[config.mk]
export PLATFORM = sky130hd
export DESIGN_NAME = mem_wb_writeback_flat
export DESIGN_NICKNAME = d
export VERILOG_FILES = /design/src/rtl/mem_wb_writeback_if.sv /design/src/rtl/mem_wb_writeback.sv /design/src/flat_wrapper.sv
export SDC_FILE = /design/constraint.sdc
export NUM_CORES = 2
export LEC_CHECK = 0
export CORE_ASPECT_RATIO = 1.5
export CORE_MARGIN = 8
export CORE_UTILIZATION = 45
export DETAILED_ROUTE_END_ITERATION = 6
export PLACE_DENSITY = 0.59
export SYNTH_ARGS = -nofsm -noshare
export SYNTH_HDL_FRONTEND = slang
export SYNTH_SLANG_ARGS = --single-unit
export TNS_END_PERCENT = 20
[constraint.sdc]
create_clock -name clk -period 6 [get_ports clk]
set_input_delay 0.9 -clock clk [delete_from_list [all_inputs] [get_ports clk]]
set_output_delay 0.9 -clock clk [all_outputs]
set_load 0.02 [all_outputs]
[src/rtl/mem_wb_writeback_if.sv]
// MEM-to-WB boundary bundle: MEM-stage payload, pipeline control, ID read ports and WB forwarding outputs.
interface mem_wb_writeback_if #(
  parameter int unsigned XLEN = 32
);
  logic            stall;
  logic            flush;
  logic            validin;
  logic            wregin;
  logic            m2regin;
  logic [4:0]      RdRtin;
  logic [XLEN-1:0] aluresultin;
  logic [XLEN-1:0] datain;
  logic [4:0]      rna;
  logic [4:0]      rnb;
  logic [XLEN-1:0] qa;
  logic [XLEN-1:0] qb;
  logic            wb_wreg;
  logic [4:0]      wb_rd;
  logic [XLEN-1:0] wb_data;
  logic [31:0]     instret;

  modport master (
    output stall, flush, validin, wregin, m2regin, RdRtin, aluresultin, datain, rna, rnb,
    input  qa, qb, wb_wreg, wb_rd, wb_data, instret
  );

  modport slave (
    input  stall, flush, validin, wregin, m2regin, RdRtin, aluresultin, datain, rna, rnb,
    output qa, qb, wb_wreg, wb_rd, wb_data, instret
  );
endinterface

[src/rtl/mem_wb_writeback.sv]
// MEM/WB pipeline register, writeback select, bypassed 2R1W register file and retired-instruction counter.
module mem_wb_writeback #(
  parameter int unsigned NREG = 32,
  parameter int unsigned XLEN = 32
) (
  input  logic               clk,
  input  logic               clrn,
  mem_wb_writeback_if.slave  bus
);

  localparam int unsigned RW = 5;
  localparam int unsigned CW = 32;

  typedef struct packed {
    logic            valid;
    logic            wreg;
    logic            m2reg;
    logic [RW-1:0]   rd;
    logic [XLEN-1:0] alu;
    logic [XLEN-1:0] mem;
  } mem_wb_t;

  mem_wb_t         wb_q;
  logic [XLEN-1:0] regs [NREG];
  logic [CW-1:0]   instret_q;

  logic            wb_wreg_c;
  logic [XLEN-1:0] wb_data_c;

  // MEM/WB capture: flush inserts a bubble and wins over stall
  always_ff @(posedge clk or negedge clrn) begin
    if (!clrn) begin
      wb_q <= '0;
    end else if (bus.flush) begin
      wb_q.valid <= 1'b0;
      wb_q.wreg  <= 1'b0;
    end else if (!bus.stall) begin
      wb_q.valid <= bus.validin;
      wb_q.wreg  <= bus.wregin;
      wb_q.m2reg <= bus.m2regin;
      wb_q.rd    <= bus.RdRtin;
      wb_q.alu   <= bus.aluresultin;
      wb_q.mem   <= bus.datain;
    end
  end

  always_comb begin
    wb_wreg_c = wb_q.wreg & wb_q.valid;
    wb_data_c = wb_q.m2reg ? wb_q.mem : wb_q.alu;
  end

  // Commit ignores stall so a held instruction keeps rewriting the same value
  always_ff @(posedge clk or negedge clrn) begin
    if (!clrn) begin
      for (int i = 0; i < int'(NREG); i++) begin
        regs[i] <= '0;
      end
    end else if (wb_wreg_c && (wb_q.rd != RW'(0))) begin
      regs[wb_q.rd] <= wb_data_c;
    end
  end

  // An instruction retires when it leaves WB
  always_ff @(posedge clk or negedge clrn) begin
    if (!clrn) begin
      instret_q <= '0;
    end else if (wb_q.valid && !bus.flush && !bus.stall) begin
      instret_q <= instret_q + CW'(1);
    end
  end

  // Read ports forward the in-flight WB value ahead of the array
  always_comb begin
    bus.qa = regs[bus.rna];
    bus.qb = regs[bus.rnb];
    if (wb_wreg_c && (wb_q.rd == bus.rna)) bus.qa = wb_data_c;
    if (wb_wreg_c && (wb_q.rd == bus.rnb)) bus.qb = wb_data_c;
    if (bus.rna == RW'(0)) bus.qa = '0;
    if (bus.rnb == RW'(0)) bus.qb = '0;
  end

  assign bus.wb_wreg = wb_wreg_c;
  assign bus.wb_rd   = wb_q.rd;
  assign bus.wb_data = wb_data_c;
  assign bus.instret = instret_q;

endmodule

[src/flat_wrapper.sv]
// flat-port wrapper written by rule: the top's interface ports become plain ports
module mem_wb_writeback_flat 
#(
  parameter int unsigned NREG = 32,
  parameter int unsigned XLEN = 32
)
  (clk, clrn, bus_stall, bus_flush, bus_validin, bus_wregin, bus_m2regin, bus_RdRtin, bus_aluresultin, bus_datain, bus_rna, bus_rnb, bus_qa, bus_qb, bus_wb_wreg, bus_wb_rd, bus_wb_data, bus_instret);
  mem_wb_writeback_if #(.XLEN(XLEN)) bus_i ();
  input  logic clk;
  input  logic clrn;
  input wire logic [$bits(bus_i.stall)-1:0] bus_stall;
  input wire logic [$bits(bus_i.flush)-1:0] bus_flush;
  input wire logic [$bits(bus_i.validin)-1:0] bus_validin;
  input wire logic [$bits(bus_i.wregin)-1:0] bus_wregin;
  input wire logic [$bits(bus_i.m2regin)-1:0] bus_m2regin;
  input wire logic [$bits(bus_i.RdRtin)-1:0] bus_RdRtin;
  input wire logic [$bits(bus_i.aluresultin)-1:0] bus_aluresultin;
  input wire logic [$bits(bus_i.datain)-1:0] bus_datain;
  input wire logic [$bits(bus_i.rna)-1:0] bus_rna;
  input wire logic [$bits(bus_i.rnb)-1:0] bus_rnb;
  output wire logic [$bits(bus_i.qa)-1:0] bus_qa;
  output wire logic [$bits(bus_i.qb)-1:0] bus_qb;
  output wire logic [$bits(bus_i.wb_wreg)-1:0] bus_wb_wreg;
  output wire logic [$bits(bus_i.wb_rd)-1:0] bus_wb_rd;
  output wire logic [$bits(bus_i.wb_data)-1:0] bus_wb_data;
  output wire logic [$bits(bus_i.instret)-1:0] bus_instret;
  assign bus_i.stall = bus_stall;
  assign bus_i.flush = bus_flush;
  assign bus_i.validin = bus_validin;
  assign bus_i.wregin = bus_wregin;
  assign bus_i.m2regin = bus_m2regin;
  assign bus_i.RdRtin = bus_RdRtin;
  assign bus_i.aluresultin = bus_aluresultin;
  assign bus_i.datain = bus_datain;
  assign bus_i.rna = bus_rna;
  assign bus_i.rnb = bus_rnb;
  assign bus_qa = bus_i.qa;
  assign bus_qb = bus_i.qb;
  assign bus_wb_wreg = bus_i.wb_wreg;
  assign bus_wb_rd = bus_i.wb_rd;
  assign bus_wb_data = bus_i.wb_data;
  assign bus_instret = bus_i.instret;
  mem_wb_writeback #(.NREG(NREG), .XLEN(XLEN)) u_core (.clk(clk), .clrn(clrn), .bus(bus_i));
endmodule
# Yosys cells after proc, flatten, opt, wreduce, memory -nomap -nowiden
# Index checks and enable logic that the tools add are counted.
# totals
register_bits	1128
inputBits	86
out_inout_bits	134
word_cells	81
# op_classes
add_sub_neg	1
order_cmp	4
eq_ne	3
n_mux	16
bitwise_logic	6
reduce_logical	12
# ops
operator	n
$bwmux 1024	1
$bmux 32 s5	2
$mux 32	10
$demux 32 s5	1
$mux 72	1
$add 32x1->32 const B	1
$ge 6x6->1 const B	3
$not 5->6	3
$eq 5x5->1	2
$logic_not 5->1	2
$logic_and 1x1->1	6
$lt 6x1->1 const B	1
$reduce_bool 5->1	1
$logic_not 1->1	2
$mux 2	1
$ne 2x1->1 const B	1
$not 1->1	2
$reduce_and 2->1	1
$and 1x1->1	1

# Depth between registers and ports, before layout
# logic_depth
ltp_word	6
ltp_mapped	11
mapped_depth_nobuf	7

# Worst setup path after synthesis
# No wires, ideal clock.
# synth_path
path_kind	input to output
from	input bus_rna[4]
to	output bus_qa[0]
t_arrival_ps	2688
required_time_ps	5100
setup_slack_ps	2412
cell_stages	7
n_path_buf	2
path_cell_list	clkbuf_1 > xnor2_1 > nand3_1 > o31ai_2 > buf_2 > o22ai_1 > a211oi_1
# synth_between
elab_chain_len	6
word_cells_on_any_way	9
classes_between	1 x eq/ne; 5 x mux; 1 x bitwise; 2 x reduce/logical
# synth_rtl
item	line	rtl
start: declaration	flat_wrapper.sv:19	input wire logic [$bits(bus_i.rna)-1:0] bus_rna;
$not 5->6 (implied by the code)	mem_wb_writeback.sv:74	bus.qa = regs[bus.rna];
$bmux 32 s5	mem_wb_writeback.sv:74	
$mux 32 (implied by the code) (2 in a row)	mem_wb_writeback.sv:74	
$mux 32	mem_wb_writeback.sv:76	if (wb_wreg_c && (wb_q.rd == bus.rna)) bus.qa = wb_data_c;
$mux 32 (*)	mem_wb_writeback.sv:78	if (bus.rna == RW'(0)) bus.qa = '0;
end: declaration	flat_wrapper.sv:21	output wire logic [$bits(bus_i.qa)-1:0] bus_qa;
# Every way passes the cells marked *; elsewhere a longest branch is shown, timed or not. The select of a mux whose other input is x is not followed.

# Final worst setup path
# layout_path
from	input bus_rna[3]
to	output bus_qa[24]
# The elaborated chain is that of the path after synthesis.

==> run_results.csv <==
group,metric,value,unit
status,status,"finished clean",
clocking,cts_buffer_depth,3,
detailed_routing,dr.pass1.iters,6,
worst_setup_path,cpPeakStageDelay,1.04,ns
clocking,postCtsSetupBuffers,0,
sta,rsz0062_at_grt,"false",
die,rows,160,
worst_setup_path,cp-end-kind,"output port",
clocking,ctsResizeCount,0,
power,internal-power,13.8,mW
power,p_leak,28.4,nW
worst_setup_path,path_max_fanout,8,
placement,gp_congestion,0.884,
clocking,clkLatencyLatePin,0.76,ns
detailed_routing,antenna_left,0,
die,start_util,45.3,%
detailed_routing,avgRoutedWirePerCell,30.6,um
synthesis,yosysTopAreaCell,"dfrtp_1",
die,num_io_pins,220,
clocking,cts_tree,"yes",
sta,finalMaxSlewViolations,0,
synthesis,synthArstFlopShare,100,%
power,powerDensity,298,nW/um2
sta,finClkSkew,0.0415,ns
grt,antenna_found_initial,7,
power,p_clk_share,39.0,%
worst_setup_path,cp_data_required_time,5.10,ns
worst_setup_path,timing.rr.end,"u_core.regs[653]",
power,total_power,19.5,mW
die,die_h,454,um
clocking,cts_root_buf,"clkbuf_16",
power,seq_power_share,43.9,%
grt,grt_pass1_vias,44900,
worst_setup_path,slowest_stage,"nor2_2",
worst_hold_path,min_path_type,"input pin to async pin",
grt,met2_usage,47.5,%
synthesis,avgSynthCellArea,11.0,um2
flow_run,drv_cap,0,
sta,slew_headroom,9.58,%
sta,fin_tns_setup,0,ns
clocking,clk_pin_slew,0.06,ns
power,vdd_drop_max,0.248,mV
clocking,cts_buffers,112,
power,comb_power_share,17.1,%
worst_setup_path,crit_buf_inv,2,
detailed_routing,drt-initial-drc-count,5481,
worst_setup_path,worstSetupPathType,"input pin to output port",
worst_setup_path,reg2reg_setup_slack,2.03,ns
clocking,htreeDepth,3,
sta,final-setup-viol-count,0,
sta,fmax,179,MHz
sta,worstMarginPinSlew,1.35,ns
synthesis,synth_edf_count,0,
sta,fin_crit,5.57,ns
synthesis,synth.distinct_cells,67,
worst_setup_path,critPathTopFamily,"simple AND/OR/NAND/NOR gates",
detailed_routing,remaining_drc_errors,0,
sta,hold_viol_final,0,
clocking,cts_hold_buf,0,
grt,met1_usage,39.6,%
grt,grt_pass1_wl,314000,um
worst_setup_path,regToRegStartpoint,"u_core.bus.wb_rd[3]",
power,swShare,29.4,%
worst_setup_path,cp_common_cell,"clkdlybuf4s50_1",
worst_setup_path,worstPathArrival,4.67,ns
synthesis,ys_seq_area_share,49.1,%
grt,grt.total_usage,30.5,%
finish,syn2layout_area_growth,14.0,%
detailed_routing,avgViaCountPerCell,6.39,
grt,grt_max_degree,165,
synthesis,ys.flop_type,"dfrtp_1",
finish,fin_nets,5314,
placement,port_buffers,219,
synthesis,netlist_area,57500,um2
grt,top_usage_layer,"met2",
finish,drive_gt1_share,18.6,%
synthesis,yosysWarnings,0,
synthesis,synth_seq_cells,1128,
worst_setup_path,worst_r2r_path_depth,6,
clocking,clock-sinks,1128,
grt,grt_overflow_total,0,
detailed_routing,via_count,44900,
synthesis,syn_nets,5341,
die,fp.coreArea,127000,um2
synthesis,synth_top_area_share,49.1,%
placement,dp_hpwl,134000,um
power,switchingPower,5.74,mW
finish,final_common_cell,"dfrtp_1",
finish,fillers,11300,
die,die_area,140000,um2
synthesis,synth_area_leaders,"dfrtp_1 49%, mux4_2 16%, a21oi_1 5.9%",
worst_setup_path,start_kind,"input pin",
worst_setup_path,cp_cell_sequence,"clkdlybuf4s50_1, nor2_1, nand2_1, nand2b_1, nor2_2, a21oi_1, o21ai_1, clkdlybuf4s50_1",
finish,layout_common_cells,"1127 x dfrtp_1, 677 x a21oi_1, 645 x nor2_1",
die,die_x,308,um
sta,period_share,92.9,%
detailed_routing,routed_wl,215000,um
grt,grt_use_met3,6.40,%
synthesis,netlist_instances,5254,
## how the worst max path moves through the flow
stage | start | end | slack [ns] | cells after the start
2_1_floorplan | bus_rna[4] | bus_qa[0] | 2.41 | 7
3_3_place_gp | bus_rna[3] | bus_qa[24] | 0.54 | 8
3_5_place_dp | bus_rna[3] | bus_qa[24] | 0.64 | 8
4_1_cts | bus_rna[3] | bus_qa[24] | 0.62 | 8
5_1_grt | bus_rna[3] | bus_qa[20] | 0.45 | 9
6_report | bus_rna[3] | bus_qa[24] | 0.43 | 8
## metrics by stage
step / cells / utilization (%) / hold WS, ns / setup slack, ns / instance area (um2)
6_report: 7028 / 51.7 / 0.154 / 0.427 / 65600
5_1_grt: 7025 / 51.7 / 0.231 / 0.446 / 65600
4_1_cts: 7024 / 51.7 / 0.192 / 0.623 / 65600
3_5_place_dp: 6814 / 48.6 / 0.383 / 0.643 / 61600
3_3_place_gp: 6814 / 48.6 / 0.376 / 0.541 / 61600
2_1_floorplan: 5254 / - / 0.441 / 2.41 / 57500
## layout make-up
class                           count  area [um2]  area share (%)
Sequential cell                  1128       28200            43.0
Clock inverter                     43         621           0.946
Clock buffer                      167        3360            5.12
Timing Repair Buffer              401        3880            5.92
Inverter                           39         146           0.223
Multi-Input combinational cell   3545       27200            41.5
Antenna cell                        4        10.0          0.0153
Tap cell                         1701        2130            3.24
## sequential cells by signal, indices dropped and copies added, names as in the netlist
name,cells
u_core.regs,1024
u_core.bus.wb_rd,5
u_core.bus.instret,32
u_core.wb_q,67
## cells in the mapped netlist (10+ instances only)
cell	number
a221oi_1	56
buf_4	23
nand3_1	40
clkbuf_1	367
a22oi_1	94
a21oi_1	677
buf_6	39
a211oi_1	23
inv_1	34
xnor2_1	28
nor3_1	46
dfrtp_1	1128
o22ai_1	53
buf_2	88
mux4_2	418
buf_1	19
o21ai_1	20
nand2b_1	11
xor2_1	13
nor2_1	673
nand2_1	464
mux2i_1	242
and3_1	22
o21ai_0	460
nor2b_1	10
mux2_2	74
nand4_1	10
a221o_1	31
## routing by layer
layer  up-vias  share of wire (%)
met2      2511                 46
met3       632                9.4
li1      19000                  -
met1     22800                 38
met5         -              0.011
met4         4                6.6
## cells by family after synthesis
kind of cell | synth area share (%)
adder cells (fa/ha/maj) | 0.0217
AND/OR/NAND/NOR | 9.17
XOR/XNOR | 0.624
flip-flops | 49.1
multiplexers | 22.0
AO/OA/AOI/OAI | 14.3
buffers and inverters | 4.79
## power by group through the flow
stage / Sequential [mW] / Clock (mW) / Combinational [mW]
2_1_floorplan: 8.53 / 0 / 1.97
3_3_place_gp: 8.67 / 0 / 3.28
3_5_place_dp: 8.71 / 0 / 3.30
4_1_cts: 8.57 / 7.73 / 3.32
5_1_grt: 8.64 / 8.01 / 3.56
6_report: 8.58 / 7.62 / 3.34
(Power assumes the default switching activity.)
